### src/rtl/bcd_counter4_if.sv
// bcd_counter4_if: key inputs and display outputs of bcd_counter4.
// master drives the keys and watches the display; slave is the counter.
interface bcd_counter4_if;
    logic       start;
    logic       clr;
    logic       up;
    logic       lap;
    logic [3:0] dig0;
    logic [3:0] dig1;
    logic [3:0] dig2;
    logic [3:0] dig3;
    logic       running;
    logic       tick;
    logic       wrap;
    logic       frozen;

    modport master (
        output start,
        output clr,
        output up,
        output lap,
        input  dig0,
        input  dig1,
        input  dig2,
        input  dig3,
        input  running,
        input  tick,
        input  wrap,
        input  frozen
    );

    modport slave (
        input  start,
        input  clr,
        input  up,
        input  lap,
        output dig0,
        output dig1,
        output dig2,
        output dig3,
        output running,
        output tick,
        output wrap,
        output frozen
    );
endinterface

### src/rtl/bcd_counter4.sv
// bcd_counter4: 4-digit BCD up/down counter with prescaler and start/stop/clear.
// Define BCD_COUNTER4_LAP_EN to add the lap/freeze display capture.
module bcd_counter4 #(
    parameter int DIV   = 50000000,
    parameter int DIV_W = 26
) (
    input logic           clk,
    input logic           rst,
    bcd_counter4_if.slave bus
);
    localparam logic [DIV_W-1:0] TERM = DIV_W'(DIV - 1);
    localparam logic [DIV_W-1:0] ONE  = DIV_W'(1);

    typedef enum logic {
        ST_STOP,
        ST_RUN
    } run_t;

    run_t             state;
    run_t             state_nxt;
    logic             start_q;
    logic             start_rise;
    logic             run;
    logic [DIV_W-1:0] pre;
    logic [DIV_W-1:0] pre_nxt;
    logic             term;
    logic             tick_nxt;
    logic             wrap_nxt;
    logic             tick_q;
    logic             wrap_q;
    logic [3:0][3:0]  cnt;
    logic [3:0][3:0]  cnt_nxt;
    logic [3:0][3:0]  cnt_up;
    logic [3:0][3:0]  cnt_dn;
    logic             up_wrap;
    logic             dn_wrap;
    logic [3:0][3:0]  shown;

    // start key edge detector
    always_ff @(posedge clk) begin
        if (rst) begin
            start_q <= 1'b0;
        end else begin
            start_q <= bus.start;
        end
    end

    assign start_rise = bus.start & ~start_q;

    // run state register
    always_ff @(posedge clk) begin
        if (rst) begin
            state <= ST_STOP;
        end else begin
            state <= state_nxt;
        end
    end

    // each start edge toggles between stopped and running
    always_comb begin
        state_nxt = state;
        unique case (state)
            ST_STOP: if (start_rise) state_nxt = ST_RUN;
            ST_RUN:  if (start_rise) state_nxt = ST_STOP;
            default: state_nxt = ST_STOP;
        endcase
    end

    // tick uses the registered run state, so a
    // simultaneous stop still lets a terminal tick through
    assign run      = (state == ST_RUN);
    assign term     = (pre == TERM);
    assign tick_nxt = run & ~bus.clr & term;

    // prescaler next value; holds while stopped
    always_comb begin
        pre_nxt = pre;
        unique case (1'b1)
            bus.clr:                 pre_nxt = '0;
            tick_nxt:                pre_nxt = '0;
            (run & ~term & ~bus.clr): pre_nxt = pre + ONE;
            default:                 pre_nxt = pre;
        endcase
    end

    // ripple increment across the digits
    always_comb begin
        logic carry;
        cnt_up = cnt;
        carry  = 1'b1;
        for (int i = 0; i < 4; i++) begin
            if (carry) begin
                if (cnt[i] == 4'd9) begin
                    cnt_up[i] = 4'd0;
                end else begin
                    cnt_up[i] = cnt[i] + 4'd1;
                    carry     = 1'b0;
                end
            end
        end
        up_wrap = carry;
    end

    // ripple decrement across the digits
    always_comb begin
        logic borrow;
        cnt_dn = cnt;
        borrow = 1'b1;
        for (int i = 0; i < 4; i++) begin
            if (borrow) begin
                if (cnt[i] == 4'd0) begin
                    cnt_dn[i] = 4'd9;
                end else begin
                    cnt_dn[i] = cnt[i] - 4'd1;
                    borrow    = 1'b0;
                end
            end
        end
        dn_wrap = borrow;
    end

    // count next value: clear beats a step
    always_comb begin
        cnt_nxt  = cnt;
        wrap_nxt = 1'b0;
        unique case (1'b1)
            bus.clr: begin
                cnt_nxt = '0;
            end
            (tick_nxt & bus.up): begin
                cnt_nxt  = cnt_up;
                wrap_nxt = up_wrap;
            end
            (tick_nxt & ~bus.up): begin
                cnt_nxt  = cnt_dn;
                wrap_nxt = dn_wrap;
            end
            default: begin
                cnt_nxt = cnt;
            end
        endcase
    end

    // prescaler, live count and step pulses
    always_ff @(posedge clk) begin
        if (rst) begin
            pre    <= '0;
            cnt    <= '0;
            tick_q <= 1'b0;
            wrap_q <= 1'b0;
        end else begin
            pre    <= pre_nxt;
            cnt    <= cnt_nxt;
            tick_q <= tick_nxt;
            wrap_q <= wrap_nxt;
        end
    end

`ifdef BCD_COUNTER4_LAP_EN
    logic            lap_q;
    logic            lap_rise;
    logic            frz_q;
    logic [3:0][3:0] cap;

    // lap key edge detector
    always_ff @(posedge clk) begin
        if (rst) begin
            lap_q <= 1'b0;
        end else begin
            lap_q <= bus.lap;
        end
    end

    assign lap_rise = bus.lap & ~lap_q;

    // lap edges alternately capture and release the display
    always_ff @(posedge clk) begin
        if (rst) begin
            frz_q <= 1'b0;
            cap   <= '0;
        end else begin
            unique case (1'b1)
                bus.clr: begin
                    frz_q <= 1'b0;
                end
                (lap_rise & ~frz_q): begin
                    cap   <= cnt;
                    frz_q <= 1'b1;
                end
                (lap_rise & frz_q): begin
                    frz_q <= 1'b0;
                end
                default: begin
                    frz_q <= frz_q;
                end
            endcase
        end
    end

    assign shown      = frz_q ? cap : cnt;
    assign bus.frozen = frz_q;
`else
    logic unused_lap;

    assign unused_lap = bus.lap;
    assign shown      = cnt;
    assign bus.frozen = 1'b0;
`endif

    assign bus.dig0    = shown[0];
    assign bus.dig1    = shown[1];
    assign bus.dig2    = shown[2];
    assign bus.dig3    = shown[3];
    assign bus.running = run;
    assign bus.tick    = tick_q;
    assign bus.wrap    = wrap_q;
endmodule

### src/flat_wrapper.sv
// flat-port wrapper written by rule: the top's interface ports become plain ports
module bcd_counter4_flat 
#(
    parameter int DIV   = 50000000,
    parameter int DIV_W = 26
)
  (clk, rst, bus_start, bus_clr, bus_up, bus_lap, bus_dig0, bus_dig1, bus_dig2, bus_dig3, bus_running, bus_tick, bus_wrap, bus_frozen);
  bcd_counter4_if bus_i ();
  input logic clk;
  input logic rst;
  input wire logic [$bits(bus_i.start)-1:0] bus_start;
  input wire logic [$bits(bus_i.clr)-1:0] bus_clr;
  input wire logic [$bits(bus_i.up)-1:0] bus_up;
  input wire logic [$bits(bus_i.lap)-1:0] bus_lap;
  output wire logic [$bits(bus_i.dig0)-1:0] bus_dig0;
  output wire logic [$bits(bus_i.dig1)-1:0] bus_dig1;
  output wire logic [$bits(bus_i.dig2)-1:0] bus_dig2;
  output wire logic [$bits(bus_i.dig3)-1:0] bus_dig3;
  output wire logic [$bits(bus_i.running)-1:0] bus_running;
  output wire logic [$bits(bus_i.tick)-1:0] bus_tick;
  output wire logic [$bits(bus_i.wrap)-1:0] bus_wrap;
  output wire logic [$bits(bus_i.frozen)-1:0] bus_frozen;
  assign bus_i.start = bus_start;
  assign bus_i.clr = bus_clr;
  assign bus_i.up = bus_up;
  assign bus_i.lap = bus_lap;
  assign bus_dig0 = bus_i.dig0;
  assign bus_dig1 = bus_i.dig1;
  assign bus_dig2 = bus_i.dig2;
  assign bus_dig3 = bus_i.dig3;
  assign bus_running = bus_i.running;
  assign bus_tick = bus_i.tick;
  assign bus_wrap = bus_i.wrap;
  assign bus_frozen = bus_i.frozen;
  bcd_counter4 #(.DIV(DIV), .DIV_W(DIV_W)) u_core (.clk(clk), .rst(rst), .bus(bus_i));
endmodule
### config.mk
export PLATFORM = sky130hd
export DESIGN_NAME = bcd_counter4_flat
export DESIGN_NICKNAME = d
export VERILOG_FILES = /design/src/rtl/bcd_counter4_if.sv /design/src/rtl/bcd_counter4.sv /design/src/flat_wrapper.sv
export SDC_FILE = /design/constraint.sdc
export NUM_CORES = 1
export LEC_CHECK = 0
export CAP_MARGIN = 20
export CORE_MARGIN = 1
export CORE_UTILIZATION = 30
export CTS_BUF_LIST = sky130_fd_sc_hd__clkbuf_8
export CTS_CLUSTER_DIAMETER = 30
export CTS_CLUSTER_SIZE = 28
export DETAILED_ROUTE_END_ITERATION = 8
export HOLD_SLACK_MARGIN = 0.06
export SYNTH_ARGS = -nofsm -noshare
export SYNTH_HDL_FRONTEND = slang
export SYNTH_SLANG_ARGS = --single-unit
### constraint.sdc
create_clock -name clk -period 3.3 [get_ports clk]
set_input_delay 0.66 -clock clk [delete_from_list [all_inputs] [get_ports clk]]
set_output_delay 0.66 -clock clk [all_outputs]
set_load 0.01 [all_outputs]
==> Word-level counts from Yosys, hierarchy flattened <==
Cells that the tools add are included.
{ "classes": {"reduce_logical": 10, "addsub": 9, "n_bitwise": 12, "muxes": 34, "n_eq_ne": 11} }
{ "op_table": {"columns": ["op", "n"], "rows": [
  ["2-to-1 mux 4 bit", 14],
  ["one-hot mux 26 bit (2 select lines)", 1],
  ["one-hot mux 16 bit (3 select lines)", 1],
  ["adder 26 x 1 -> 26 bit (second input constant)", 1],
  ["== test 26 bit (second input constant)", 1],
  ["adder 4 x 1 -> 4 bit (second input constant)", 4],
  ["== test 4 bit (second input constant)", 4],
  ["logical NOT 4 bit", 4],
  ["2-to-1 mux 1 bit", 16],
  ["subtractor 4 x 1 -> 4 bit (second input constant)", 4],
  ["inequality test 2 x 1 -> 1 bit (second input constant)", 6],
  ["AND reduction 3 bit", 3],
  ["AND 1 bit", 7],
  ["inverter 1 bit", 5],
  ["one-hot mux 1 bit (2 select lines)", 2],
  ["nonzero test 3 bit", 1],
  ["nonzero test 2 bit", 1],
  ["OR reduction 2 bit", 1]
]} }
{ "word_totals": {"input_bits": 6, "elab_cells": 85, "register_bits": 46, "out_inout_bits": 20} }

==> Longest topological paths before layout <==
{ "depth": {"depth_word": 6, "ltp_mapped": 7, "depth_no_buf": 7} }

==> Least setup slack after synthesis <==
Ideal clock, no wire load.
{ "synth_path": {"path_kind": "register -> register", "startpoint": "register u_core.cnt, in the netlist u_core.bus.dig2[0]", "endpoint": "register u_core.cnt, in the netlist u_core.bus.dig3[0]", "arrival_time_ns": 2.103, "setup_time_ns": 0.117, "stages_incl_launch_ff": 8, "setup_slack_ns": 1.080, "n_path_buf": 0, "synth_period_minus_slack_ns": 2.220, "required_ns": 3.183, "cell_sequence": "dfxtp_1 -> inv_1 -> ha_1 -> or4b_2 -> nor3_1 -> a31oi_1 -> or2_4 -> a32o_2"} }
{ "synth_via": {"elab_chain_len": 5, "elab_cells_between_ends": 9} }
{ "synth_lines": {"columns": ["element", "line", "text"], "rows": [
  ["start: declaration", "bcd_counter4.sv:31", "logic [3:0][3:0] cnt;"],
  ["start signal: assignment", "bcd_counter4.sv:153", "cnt <= cnt_nxt;"],
  ["== test 4 bit or logical NOT 4 bit (tied branches)", "bcd_counter4.sv:93, bcd_counter4.sv:111", null],
  ["2-to-1 mux 1 bit (on tied branches)", "bcd_counter4.sv:93, bcd_counter4.sv:111", null],
  ["2-to-1 mux 1 bit (on tied branches)", "bcd_counter4.sv:92, bcd_counter4.sv:110", null],
  ["inequality test 2 x 1 -> 1 bit (no line)", null, null],
  ["AND reduction 3 bit (no line) *", null, null]
]} }
Mark *: on every way between the ends. The rest lies on a longest branch, timed or not.
A chain may end at the register's enable or synchronous reset.

==> Worst setup path after layout <==
{ "layout_path": {"startpoint": "input port bus_up", "endpoint": "register u_core.cnt, in the netlist u_core.bus.dig3[0]"} }
{ "layout_via": {"elab_chain_len": 4, "elab_cells_between_ends": 8} }
{ "layout_lines": {"columns": ["element", "line", "text"], "rows": [
  ["start: declaration", "flat_wrapper.sv:13", "input wire logic [$bits(bus_i.up)-1:0] bus_up;"],
  ["inverter 1 bit", "bcd_counter4.sv:134", "(tick_nxt & ~bus.up): begin"],
  ["AND 1 bit", "bcd_counter4.sv:134", null],
  ["inequality test 2 x 1 -> 1 bit (no line) or nonzero test 3 bit (tied branches)", null, null],
  ["AND reduction 3 bit (no line)", null, null]
]} }
Several ways; a longest one is shown, not always the timed one.

==> flow_metrics.py <==
metrics = {
    "outcome": {
        "status": "completed",
    },
    "synthesis": {
        "yosysUniqueCellTypes": 64,
        "postSynthNetCount": 394,
        "synthTopCellsByCount": "sky130_fd_sc_hd__dfxtp_1 (46), sky130_fd_sc_hd__nand2_1 (40), sky130_fd_sc_hd__nand3_1 (30)",
        "postSynthCellCount": 375,
        "synth_area_sq_um": 2962,
        "sequential_to_total_area_share_from_yosys_stat_pct": 31.09,
        "synth-seq-cells": 46,
        "mean_instance_size_in_the_synthesized_netlist_sq_um": 7.898,
        "synthArstFlopShare_pct": 0,
        "yosys.cell_count.top_type": "sky130_fd_sc_hd__dfxtp_1",
        "synth_enable_flop_cells": 0,
        "synth_top_area_share_pct": 31.09,
        "post-synth-top-area-cell": "sky130_fd_sc_hd__dfxtp_1",
        "synthFlopType": "sky130_fd_sc_hd__dfxtp_1",
        "ys.warnings.count": 0,
        "synth_area_leaders": "sky130_fd_sc_hd__dfxtp_1 (31%), sky130_fd_sc_hd__ha_1 (5.5%), sky130_fd_sc_hd__nand2_1 (5.1%), sky130_fd_sc_hd__nand3_1 (5.1%), sky130_fd_sc_hd__a21oi_1 (4.4%)",
    },
    "floorplan": {
        "pin_count": 26,
        "die_outline_area_sq_um": 10270,
        "row_count": 35,
        "die-height_um": 101.4,
        "fp.coreArea_sq_um": 9415,
        "floorplan.initialDensity_pct": 31.46,
        "width_of_the_die_um": 101.4,
    },
    "clocking": {
        "clockRootBuffer": "sky130_fd_sc_hd__clkbuf_8",
        "cts_htree_levels": 2,
        "cts-buffers-inserted": 5,
        "worstSkewPairLatency_ns": 0.30,
        "postCtsSetupRepairBufs": 0,
        "cts_tree": "done",
        "max-clock-path-buffers": 2,
        "post_cts_resized": 0,
        "clkSinkCount": 46,
        "clock_pin_slew_on_the_worst_setup_and_hold_paths_ns": 0.09,
        "total_of_hold_buffers_inserted_after_clock_tree_synthesis": 0,
    },
    "sta": {
        "setup-tns-final_ns": 0,
        "period_needed_ns": 2.461,
        "final.hold.worst_slack_ns": 0.4934,
        "worstMarginPinSlew_ns": 0.7261,
        "period_share_pct": 74.58,
        "grt_setup_unrepaired": "false",
        "max_freq_mhz": 406.3,
        "slew-limit-headroom_pct": 50.91,
        "timing_hold_violations_final": 0,
        "worst_clock_skew_on_the_final_layout_ns": 0.007860,
        "finalSetupViolCount": 0,
        "number_of_max_slew_violations_in_the_final_report": 0,
    },
    "pwr": {
        "cellPowerDensity_nw_per_um2": 303.1,
        "pwr-share-comb_pct": 7.8,
        "peak_supply_drop_uv": 172.9,
        "seq_power_share_pct": 53.8,
        "power.share.clock_pct": 38.5,
        "intPower_mw": 0.8010,
        "p_switching_mw": 0.2471,
        "leakage_nw": 1.130,
        "swShare_pct": 23.58,
    },
    "critical_path": {
        "worstRegToRegCells": 7,
        "startpoint_type": "input port",
        "r2r_setup_slack_ns": 0.86,
        "r2r_start": "u_core.bus.dig2[0]",
        "worst_setup_path_end_kind": "flop",
        "worstPathArrival_ns": 2.65,
        "timing.setup.critical_path_class": "input port to flop",
        "crit_path_max_fanout": 4,
        "critical_path.reg2reg.endpoint": "u_core.bus.dig3[0]",
        "critPathRequiredTime_ns": 3.49,
    },
    "global_route": {
        "grt-ovfl-total": 0,
        "grt_antenna_before_repair": 0,
        "grt_pass1_wl_um": 12420,
        "vias_in_the_first_global_route": 2586,
        "maximum_number_of_pins_on_one_net_before_global_route_repair": 30,
        "groute.usage.overall_pct": 15.09,
    },
    "job": {
        "timing.max_cap.violations": 0,
    },
    "cells_and_area": {
        "antennaDiodeCount": 0,
        "fillCellCount": 969,
        "syn_to_final_growth_pct": 16.77,
        "drive_above_1_share_pct": 8.564,
        "nNetsFinal": 415,
    },
    "min_path": {
        "min_path_cells": 1,
        "min-delay-path-class": "flop to flop",
        "min_from": "u_core.pre[15]",
        "hold_end": "u_core.pre[15]",
    },
    "route": {
        "drc": 0,
        "wl_per_cell_um": 14.03,
        "via_per_inst": 5.567,
        "route.final.wire_length_um": 7382,
        "drt-pass1-iter-count": 5,
        "dr.first_iter.drc_count": 198,
        "vias": 2928,
        "drtAntennaViolNets": 0,
    },
    "placement": {
        "place.detailed.hpwl_um": 5230,
        "port_buffers": 23,
        "globalplace.congestion": 0.8212,
    },
}
cells in the final DEF (no fill, tap or decap), types with 3 or more instances in the layout:
cell,n
sky130_fd_sc_hd__o31ai_1,7
sky130_fd_sc_hd__inv_1,17
sky130_fd_sc_hd__a21oi_1,26
sky130_fd_sc_hd__and3_1,4
sky130_fd_sc_hd__buf_4,9
sky130_fd_sc_hd__nor3b_1,4
sky130_fd_sc_hd__clkbuf_8,8
sky130_fd_sc_hd__ha_1,13
sky130_fd_sc_hd__nor4b_1,3
sky130_fd_sc_hd__nand3_1,30
sky130_fd_sc_hd__dfxtp_1,46
sky130_fd_sc_hd__mux2i_1,9
sky130_fd_sc_hd__a31oi_1,11
sky130_fd_sc_hd__nor4_4,3
sky130_fd_sc_hd__xnor2_1,3
sky130_fd_sc_hd__or4_1,3
sky130_fd_sc_hd__nor2b_1,3
sky130_fd_sc_hd__a311oi_1,4
sky130_fd_sc_hd__nand2_1,40
sky130_fd_sc_hd__o311ai_0,5
sky130_fd_sc_hd__clkdlybuf4s50_1,23
sky130_fd_sc_hd__nand4_1,6
sky130_fd_sc_hd__o21ai_0,21
sky130_fd_sc_hd__nor2_1,25
sky130_fd_sc_hd__or3_1,7
sky130_fd_sc_hd__nor3_1,8
sky130_fd_sc_hd__nand2b_1,5
sky130_fd_sc_hd__a211oi_1,4
sky130_fd_sc_hd__o211ai_1,7
critical path, cell delays in order:
cell and delay, ns:
sky130_fd_sc_hd__clkdlybuf4s50_1 0.41, sky130_fd_sc_hd__or4b_2 0.63, sky130_fd_sc_hd__nor3_1 0.26, sky130_fd_sc_hd__a31oi_1 0.14
sky130_fd_sc_hd__or2_4 0.29, sky130_fd_sc_hd__a32o_2 0.26
how the worst max path moves through the flow:
stage / from / end / slack, ns / cells after the start
finish: bus_up / u_core.bus.dig3[0] / 0.84 / 6
global route: u_core.pre[0] / u_core.pre[18] / 0.72 / 6
CTS: bus_up / u_core.bus.dig3[0] / 0.85 / 6
detailed placement: bus_up / u_core.bus.dig3[0] / 0.53 / 6
global placement: bus_up / u_core.bus.dig3[0] / 0.55 / 6
floorplan: u_core.bus.dig2[0] / u_core.bus.dig3[0] / 1.08 / 7
power groups by stage:
stage	clock network [mW]	registers [mW]	logic, mW
floorplan	0	0.576	0.0523
global placement	0	0.576	0.0796
detailed placement	0	0.576	0.0808
CTS	0.417	0.563	0.0812
global route	0.439	0.564	0.0891
finish	0.403	0.563	0.0813
cells by family (layout without fill, tap and decap cells):
logic type	count (synthesis)	in the layout	share of synthesized area (%)
and+or+nand+nor	161	161	30.84
DFF	46	46	31.09
other	1	1	0.1266
xor gates and xnor gates	4	4	1.183
muxes	10	10	3.422
buffers and inverters	36	58	4.732
adders and majority gates	13	13	5.492
AOI/OAI and AO/OA	104	104	23.11
cell type report:
| class | instances | area, sq um | share of cell area [%] |
|---|---|---|---|
| multi-input combinational | 293 | 1901 | 54.96 |
| sequential | 46 | 920.9 | 26.63 |
| timing repair buffer | 32 | 297.8 | 8.611 |
| tap | 129 | 161.4 | 4.667 |
| clock buffer | 8 | 110.1 | 3.184 |
| inverter | 18 | 67.56 | 1.954 |
metal layers:
metal / GRT usage, % / part of all wire, % / vias up
met5: 0 / 0 / -
met4: 4.236 / 0.83 / 0
met3: 2.830 / 5.3 / 5
met2: 23.70 / 44 / 77
met1: 21.03 / 50 / 1399
li1: - / - / 1447
per-stage QoR:
stage          setup slack (ns)  instance area, sq um  power, mW  instances  utilization (%)
3_5_place_dp             0.5311                  3348     0.6570        518            35.56
4_1_cts                  0.8507                  3458      1.061        526            36.73
5_1_grt                  0.7200                  3458      1.093        526            36.73
6_report                 0.8390                  3458      1.048        526            36.73
2_1_floorplan             1.080                  2962     0.6283        375                -
3_3_place_gp             0.5527                  3348     0.6557        518            35.56
state kept, by name, summed over array words and instances (netlist names):
register	flops
u_core.bus.dig1	4
u_core.bus.dig3	4
u_core.start_q	1
u_core.bus.dig0	4
u_core.bus.wrap	1
u_core.bus.tick	1
u_core.bus.running	1
u_core.bus.dig2	4
u_core.pre	26
Note: power is estimated with default switching activity, not from simulation.
